## config.mk

```make
export PLATFORM = sky130hd
export DESIGN_NAME = cnn_job_dispatcher
export DESIGN_NICKNAME = d
export VERILOG_FILES = /design/src/rtl/cnn_pkg.sv /design/src/rtl/job_fifo.sv /design/src/rtl/cnn_job_dispatcher.sv
export SDC_FILE = /design/constraint.sdc
export NUM_CORES = 1
export LEC_CHECK = 0
export CAP_MARGIN = 20
export CORE_ASPECT_RATIO = 0.6
export CORE_MARGIN = 2
export CORE_UTILIZATION = 45
export DETAILED_ROUTE_END_ITERATION = 8
export GPL_TIMING_DRIVEN = 1
export PLACE_DENSITY_LB_ADDON = 0.1
export SLEW_MARGIN = 25
export SYNTH_ARGS = -nofsm -noshare
export SYNTH_HDL_FRONTEND = slang
export SYNTH_SLANG_ARGS = --single-unit
```

## constraint.sdc

```tcl
create_clock -name clk -period 2.2 [get_ports clk]
set_input_delay 0.22 -clock clk [delete_from_list [all_inputs] [get_ports clk]]
set_output_delay 0.22 -clock clk [all_outputs]
set_load 0.01 [all_outputs]
```

## src/rtl/cnn_pkg.sv

```systemverilog
// cnn_pkg: shared types for the CNN job dispatcher.
// Holds the FSM state encoding and the job descriptor layout.
package cnn_pkg;

    typedef enum logic [1:0] {
        IDLE,
        START,
        WAIT,
        REPORT
    } state_t;

    localparam int AW_MAX = 32;

    function automatic int aw_of(input int kernel_count);
        return $clog2(kernel_count * 16 + 256);
    endfunction

    // Fields sized for the widest supported CNN; bits above AW stay zero.
    typedef struct packed {
        logic [AW_MAX-1:0] x;
        logic [AW_MAX-1:0] y;
        logic [7:0]        z;
    } job_t;

endpackage

```

## src/rtl/job_fifo.sv

```systemverilog
// job_fifo: registered descriptor queue with full/empty flags.
// Pointers carry one wrap bit so full and empty are distinguishable.
module job_fifo #(
    parameter int WIDTH = 8,
    parameter int DEPTH = 4
) (
    input  logic             clk,
    input  logic             rst,
    input  logic             push,
    input  logic [WIDTH-1:0] din,
    input  logic             pop,
    output logic [WIDTH-1:0] dout,
    output logic             full,
    output logic             empty
);

    localparam int PW = $clog2(DEPTH);

    logic [WIDTH-1:0] mem [DEPTH];
    logic [PW:0]      wp;
    logic [PW:0]      rp;
    logic             wr;
    logic             rd;

    assign wr    = push && !full;
    assign rd    = pop && !empty;
    assign empty = (wp == rp);
    assign full  = (wp[PW] != rp[PW]) &&
                   (wp[PW-1:0] == rp[PW-1:0]);
    assign dout  = mem[rp[PW-1:0]];

    always_ff @(posedge clk or negedge rst) begin
        if (!rst) begin
            wp <= '0;
            rp <= '0;
        end else begin
            if (wr) wp <= wp + (PW+1)'(1);
            if (rd) rp <= rp + (PW+1)'(1);
        end
    end

    always_ff @(posedge clk) begin
        if (wr) mem[wp[PW-1:0]] <= din;
    end

endmodule

```

## src/rtl/cnn_job_dispatcher.sv

```systemverilog
// cnn_job_dispatcher: queues job descriptors and runs them one at a
// time on the CNN, reporting each completion or timeout abort.
module cnn_job_dispatcher
    import cnn_pkg::*;
#(
    parameter int  KERNEL_COUNT = 4,
    parameter int  FIFO_DEPTH   = 4,
    parameter int  TIMEOUT      = 1023,
    localparam int AW           = aw_of(KERNEL_COUNT)
) (
    input  logic          clk,
    input  logic          rst,
    input  logic          job_valid,
    output logic          job_ready,
    input  logic [AW-1:0] job_x,
    input  logic [AW-1:0] job_y,
    input  logic [7:0]    job_z,
    output logic          cnn_start,
    output logic [AW-1:0] cnn_x,
    output logic [AW-1:0] cnn_y,
    output logic [7:0]    cnn_z,
    input  logic          cnn_done,
    output logic          cmp_valid,
    input  logic          cmp_ready,
    output logic [7:0]    cmp_z,
    output logic          cmp_timeout,
    output logic          busy
);

    localparam int FW = 2 * AW + 8;
    localparam int CW = $clog2(TIMEOUT + 1);
    localparam logic [CW-1:0] LIMIT = CW'(TIMEOUT);

    state_t        state;
    state_t        state_n;
    logic [CW-1:0] cnt;
    logic [CW-1:0] cnt_inc;
    logic          tmo;
    logic          full;
    logic          empty;
    logic          push;
    logic          pop;
    logic [FW-1:0] din;
    logic [FW-1:0] dout;
    job_t          head;
    job_t          cur;
    logic          unused_hi;

    assign push      = job_valid && !full;
    assign job_ready = !full;
    assign din       = {job_x, job_y, job_z};
    assign head      = {AW_MAX'(dout[FW-1 -: AW]),
                        AW_MAX'(dout[AW+7 -: AW]),
                        dout[7:0]};
    assign cnt_inc   = cnt + CW'(1);

    job_fifo #(
        .WIDTH (FW),
        .DEPTH (FIFO_DEPTH)
    ) u_fifo (
        .clk   (clk),
        .rst   (rst),
        .push  (push),
        .din   (din),
        .pop   (pop),
        .dout  (dout),
        .full  (full),
        .empty (empty)
    );

    always_ff @(posedge clk or negedge rst) begin
        if (!rst) state <= IDLE;
        else      state <= state_n;
    end

    always_comb begin
        state_n = state;
        pop     = 1'b0;
        unique case (state)
            IDLE: begin
                if (!empty) begin
                    pop     = 1'b1;
                    state_n = START;
                end
            end
            START: state_n = WAIT;
            WAIT: begin
                if (cnn_done || cnt_inc == LIMIT)
                    state_n = REPORT;
            end
            REPORT: begin
                if (cmp_ready) state_n = IDLE;
            end
            default: state_n = IDLE;
        endcase
    end

    // Done has priority over the limit, so a late done still counts.
    always_ff @(posedge clk or negedge rst) begin
        if (!rst) begin
            cur <= '0;
            cnt <= '0;
            tmo <= 1'b0;
        end else begin
            if (pop) cur <= head;
            if (state == START) begin
                cnt <= '0;
                tmo <= 1'b0;
            end else if (state == WAIT && !cnn_done) begin
                cnt <= cnt_inc;
                tmo <= (cnt_inc == LIMIT);
            end
        end
    end

    assign cnn_start   = (state == START);
    assign cmp_valid   = (state == REPORT);
    assign cmp_timeout = cmp_valid && tmo;
    assign busy        = (state != IDLE);
    assign cnn_x       = cur.x[AW-1:0];
    assign cnn_y       = cur.y[AW-1:0];
    assign cnn_z       = cur.z;
    assign cmp_z       = cur.z;
    assign unused_hi   = |{cur.x, cur.y};

endmodule

```

## Yosys cells after proc, flatten, opt, wreduce, memory -nomap -nowiden

Memories as Yosys holds them, arrays and structs flattened. A register that Yosys moved wholly into a read port is not among the register bits.
Cells that the tools add are included.

- Add/subtract/negate cells: 3
- $mul: 0
- Divide/modulo/power cells: 0
- Magnitude comparators: 0
- Eq/ne operators: 10
- Shift-type cells: 0
- Muxes and demuxes: 12
- Bitwise logic cells: 0
- Reductions and logical operators: 15

Operator list:

| cell | number |
|---|---|
| $mux W10 | 2 |
| $add A10 B1 Y10 const B | 1 |
| $eq A10 B10 Y1 const B | 1 |
| $pmux W2 S4 | 1 |
| $add A3 B1 Y3 const B | 2 |
| $logic_and A1 B1 Y1 | 6 |
| $mux W1 | 6 |
| $mux W2 | 3 |
| $eq A2 B2 Y1 const B | 2 |
| $logic_not A1 Y1 | 4 |
| $ne A2 B2 Y1 const B | 2 |
| $reduce_bool A2 Y1 | 2 |
| $eq A3 B3 Y1 | 1 |
| $reduce_and A3 Y1 | 1 |
| $eq A2 B1 Y1 const B | 1 |
| $eq A2 B2 Y1 | 1 |
| $logic_not A2 Y1 | 1 |
| $ne A2 B1 Y1 const B | 1 |
| $logic_or A1 B1 Y1 | 1 |
| $ne A1 B1 Y1 | 1 |

- Flip-flop bits (word level): 19
- Latch bits: 0
- Memory bits (writable): 104
- ROM bits: 0
- Input port bits: 31
- Output and inout port bits: 39
- Logic and storage cells: 46
- Memories: 1

Memory list:

| memory | words | bits a word | read ports | clocked after Yosys merged registers in | wr ports | line | RTL |
|---|---|---|---|---|---|---|---|
| u_fifo.mem | 4 | 26 | 1 | 1 | 1 | job_fifo.sv:19 | `logic [WIDTH-1:0] mem [DEPTH];` |

## Logic depth before layout (Yosys ltp)

- Depth after elaboration: 7
- Mapped depth: 8

## Modules after synthesis

Synthesis repeated with hierarchy kept, for this count alone.

- Cells, all modules: 332
- Area, all modules: 6079.6 um2

By module, submodules not included:

| module | instances | cells each | area each (um2) | seq. area each (um2) |
|---|---|---|---|---|
| job_fifo | 1 | 187 | 4271.6 | 3273.1 |
| cnn_job_dispatcher | 1 | 145 | 1808.0 | 975.9 |

## Least setup slack after synthesis

No wires, ideal clock.

- Kind: register to register
- From: reg u_fifo.rp[0]
- To: mem u_fifo.mem[3][0] (netlist bit) (enable)
- Setup time: 0.387 ns
- Data arrival time: 1.702 ns
- Required time: 1.813 ns
- Slack: 0.111 ns
- Cell stages (with the launch flop): 5
- Buffers on the path: 1
- Period minus slack after synthesis: 2.089 ns
- Cells stage by stage: dfrtp_1 buf_2 xnor2_1 nand3b_1 and3_1

- Cells in the longest elaborated chain, start to end: 7

Ends and longest elaborated chain:

| what | line | RTL |
|---|---|---|
| start, declared | job_fifo.sv:21 | `logic [PW:0] rp;` |
| start signal, assigned | job_fifo.sv:38 | `if (rd) rp <= rp + (PW+1)'(1);` |
| $eq A2 B2 Y1 (*) | job_fifo.sv:29 | `(wp[PW-1:0] == rp[PW-1:0]);` |
| $logic_and A1 B1 Y1 (*) | job_fifo.sv:28 | `assign full = (wp[PW] != rp[PW]) &&` |
| $logic_not A1 Y1 (*) | n/a |  |
| named net job_ready | cnn_job_dispatcher.sv:14 | `output logic job_ready,` |
| $logic_and A1 B1 Y1 | cnn_job_dispatcher.sv:49 | `assign push = job_valid && !full;` |
| $logic_and A1 B1 Y1 (*) | job_fifo.sv:25 | `assign wr = push && !full;` |
| $mux W1 (*) | job_fifo.sv:43 | `if (wr) mem[wp[PW-1:0]] <= din;` |
| $mux W1 (not written as such) (*) | job_fifo.sv:43 |  |
| end, declared | job_fifo.sv:19 |  |

Mark *: on every way through the listed nets, which the timed path passes. The rest lies on a longest branch.

## Worst setup path after layout

- From: reg cnt[1]
- To: reg state[1]

- Cells in the longest elaborated chain, start to end: 5

Ends and longest elaborated chain:

| what | line | RTL |
|---|---|---|
| start, declared | cnn_job_dispatcher.sv:36 | `logic [CW-1:0] cnt;` |
| start signal, assigned | cnn_job_dispatcher.sv:110 | `cnt <= cnt_inc;` |
| $add A10 B1 Y10 | cnn_job_dispatcher.sv:55 | `assign cnt_inc = cnt + CW'(1);` |
| $eq A10 B10 Y1 | cnn_job_dispatcher.sv:88 | `if (cnn_done \|\| cnt_inc == LIMIT)` |
| $logic_or A1 B1 Y1 | cnn_job_dispatcher.sv:88 |  |
| $ne A2 B2 Y1 (no source line) | n/a |  |
| $reduce_and A3 Y1 (no source line) | n/a |  |
| end signal, assigned | cnn_job_dispatcher.sv:73 | `else state <= state_n;` |
| end, declared | cnn_job_dispatcher.sv:34 | `state_t state;` |

No other way between the ends.
A chain may end at the register's enable or synchronous reset.

==> impl_results.md <==
* Area share of the largest cell type after synthesis at a little over half
* Compound-Gate Fraction of Synth Area at ~1.7%
* Combinational family with the most area after synthesis: multiplexers
* Critical Path Sink Type: flop
* Crit path kind: flop to flop
* Most frequently used flop master after synthesis: edfxtp_1
* Summed instance area of the synthesized netlist at between 5000 and 6000 sq um
* Slew at the pin with the worst max-slew slack at 0.7751 ns
* Number of CTS-inserted buffers at 17
* Via count at around 3,000
* Post-synthesis xor/xnor area fraction at between 2 and 2.5%
* Layout overhead on the synthesized area at 25.46%
* Avg Synthesized Cell Area at approximately 19 sq um
* Top Ports at 70
* Synth Net Count at about 360
* Chip height at around 93 um
* Power consumption at about 11 mW
* Placement Rows at 32
* Worst slack at placement at just over 0.07 ns
* Clock insertion delay at the later pin of the skew report at ~0.42 ns
* GPL Wtd Cong at ~0.78
* Count of routing violations after the opening detailed-route iteration at approximately 150
* Setup repair after global routing missed its margin: no
* DRT Pass-1 Iters at 4
* Maximum fanout encountered on the critical timing path at 8
* Fraction of layout cells with a size suffix above 1 at between 20% and 30%
* Dpl hpwl at 6951 um
* Post-CTS setup repair buffer count at 0
* Status: finished clean
* Final Hold Fails at 0
* Wire length after detailed routing at 11,070 um
* Standby leakage power at 2.710 nW
* CTS tree: done
* Sequential element share of the synthesized area at between 70% and 80%
* Yosys warning total at 0
* Multiplexer share of the synthesized area at between 10% and 20%
* Remaining design rule violation count at 0
* Total global routing overflow at 0
* Relative slew slack at between 40 and 50%
* Top cells by area, synth: edfxtp_1 53%, dfrtp_1 19%, mux4_2 9.9%
* Share of async-settable or async-resettable flops after synthesis at between 30% and 40%
* Areal power density over the cells at 1450 nW/um^2
* Area of the core at around 13,000 sq um
* Library cell with the highest instance count after synthesis: edfxtp_1
* Remaining antenna violation count at 0
* H-tree depth at 4
* Data required time at the worst endpoint at between 2 and 3 ns
* Final critical path time including I/O delays and setup at between 2 and 2.5 ns
* Routed wire length per instance at between 15 and 20 um
* Crit. Startpoint: cnt[1]$_DFFE_PN0P_
* Setup ws final at ~0.07 ns
* Antenna violations before repair at 0
* Max VDD drop at just under 800 uV
* Synth area leader: edfxtp_1
* Setup-violating endpoint count in the final report at 0
* Cell count after synthesis at ~320
* Number of buffers inserted by port buffering at 69
* Final core utilization at 57.99%
* Width of the die at between 150 and 200 um
* Startpoint of the lowest-slack register-to-register path: cnt[1]$_DFFE_PN0P_
* Number of flip-flops and latches in the synthesized netlist at 149
* Synth cell count leaders: 104 x edfxtp_1, 45 x dfrtp_1, 27 x mux2_2
* GRT Resource Usage Total at between 10% and 20%
* Clock root buffer: clkbuf_16
* Period utilization at 96.80%
* Number of maximum-capacitance constraint violations at 0
* Clock skew after layout at approximately 0.012 ns
* Worst-case clock buffer depth at 2
* Final-report max-slew violation count at 0
* Via count of the first global-routing pass at ~3,200
* Adder-cell share of the synthesized area at roughly 2.3%
* Number of antenna diodes at 0
* Global-route wire length before repair at about 18,000 um
* Maximum number of pins on one net before global-route repair at 29
* Critical path arrival at ~2.4 ns
* Average via count per standard cell at between 5 and 6
* Count of unique library cells instantiated by Yosys at 41
* Synthesized-area fraction occupied by and/or/nand/nor cells at 4.760%
* Peak clock frequency supported by timing at around 470 MHz
* Number of flops mapped to enable cells by yosys at approximately 100
* Tightest Hold Check Type: input pin to async pin
* Floorplan die area at 14,170 sq um
* Initial standard-cell utilization of the core at between 40 and 50%
* Filler Cell Count at about 960
* Layout Nets at 438
* Post-CTS clock slew at the launch and capture registers of the worst setup and hold paths at approximately 0.06 ns
* Number of sinks on the clock net at 149
* Critical Path Start Type: flop
* Setup Total Neg Slack at 0 ns
==> metrics by stage <==
stage | instances | hold slack (ns) | area (sq um)
after floorplan | 317 | -0.07559 | 5941
after global placement | 546 | 0.1694 | 6795
after detailed placement | 546 | 0.1736 | 6795
after CTS | 579 | 0.2619 | 7442
after global routing | 579 | 0.2954 | 7453
final | 579 | 0.2635 | 7453
==> placed cells by master, fill, tap and decap left out, types with 2 or more instances in the layout <==
| cell type | count |
|---|---|
| clkinv_4 | 4 |
| buf_4 | 8 |
| and3_2 | 4 |
| dfrtp_1 | 43 |
| nand3b_1 | 2 |
| nor2b_1 | 3 |
| nand4_1 | 4 |
| clkdlybuf4s50_1 | 68 |
| nand3_1 | 3 |
| ha_1 | 10 |
| nor2_1 | 10 |
| nand2_2 | 2 |
| bufinv_16 | 4 |
| nand2_1 | 6 |
| a21oi_1 | 3 |
| xnor2_1 | 7 |
| o31ai_1 | 2 |
| and2_1 | 2 |
| edfxtp_1 | 104 |
| inv_6 | 3 |
| inv_1 | 6 |
| o21ai_0 | 2 |
| nor3_1 | 2 |
| mux2_2 | 27 |
| dfrtp_2 | 2 |
| and3_1 | 3 |
| and2b_1 | 2 |
| clkbuf_16 | 17 |
| mux4_2 | 26 |
| xor2_1 | 7 |
==> repair_timing <==
action,CTS,global route
setup endpoints to repair,0,2
endpoints found under the hold margin,13,0
hold buffers,1,0
resized for setup,0,3
==> cell families after synthesis <==
kind of cell,count (synthesis)
adder cells (fa/ha/maj),11
buffers and inverters,24
AO/OA/AOI/OAI,14
XOR/XNOR,15
flip-flops,149
multiplexers,54
AND/OR/NAND/NOR,50
==> worst paths after layout <==
path / end / depth (start not counted) / slack (ns)
worst min-delay path: cnn_x[5]$_DFFE_PN0P_ / 2 / 0.26
worst max-delay path: state[1]$_DFFE_PN0P_ / 5 / 0.07
max in group asynchronous: cnt[0]$_DFFE_PN0P_ / 3 / 1.24
min in group clk: u_fifo.mem[0][16]$_DFFE_PP_ / 1 / 0.44
worst min register to register: cnn_y[4]$_DFFE_PN0P_ / 1 / 0.50
worst max register to register: state[1]$_DFFE_PN0P_ / 5 / 0.07
==> layout make-up <==
cell class / instances / area [sq um] / area share, %
inverter: 6 / 22.52 / 0.3022
tap: 170 / 212.7 / 2.854
clock buffer: 18 / 439.2 / 5.892
multi-input combinational: 144 / 1574 / 21.12
sequential: 149 / 4252 / 57.04
clock inverter: 14 / 197.7 / 2.652
timing repair buffer: 78 / 755.7 / 10.14
==> layer usage <==
| metal | up-vias | wire, um | track usage [%] |
|---|---|---|---|
| met5 | - | 0 | 0 |
| met4 | 0 | 132 | 5.685 |
| met3 | 12 | 442 | 5.144 |
| met2 | 58 | 5032 | 26.13 |
| met1 | 1564 | 5461 | 23.96 |
| li1 | 1386 | - | - |
==> worst max-delay path, cell delays in order, from the launching register on <==
cell and delay, ns:
dfrtp_1 0.48, nand2_2 0.13, or4_1 0.51, a221o_1 0.38, a21oi_2 0.19, mux2_1 0.33
==> power breakdown <==
group	leakage [nW]	internal [mW]	switching (mW)
Combinational	0.902	1.90	1.61
Clock	0.309	1.94	1.16
Sequential	1.50	3.87	0.337
Total	2.71	7.70	3.11
==> sequential cells by signal (all words and copies together), names as in the netlist <==
| signal | count |
|---|---|
| u_fifo.mem | 104 |
| cnt | 10 |
| cnn_x | 9 |
| cnn_y | 9 |
| cmp_z | 8 |
| u_fifo.rp | 3 |
| u_fifo.wp | 3 |
| state | 2 |
| tmo | 1 |
(Power assumes the default switching activity.)
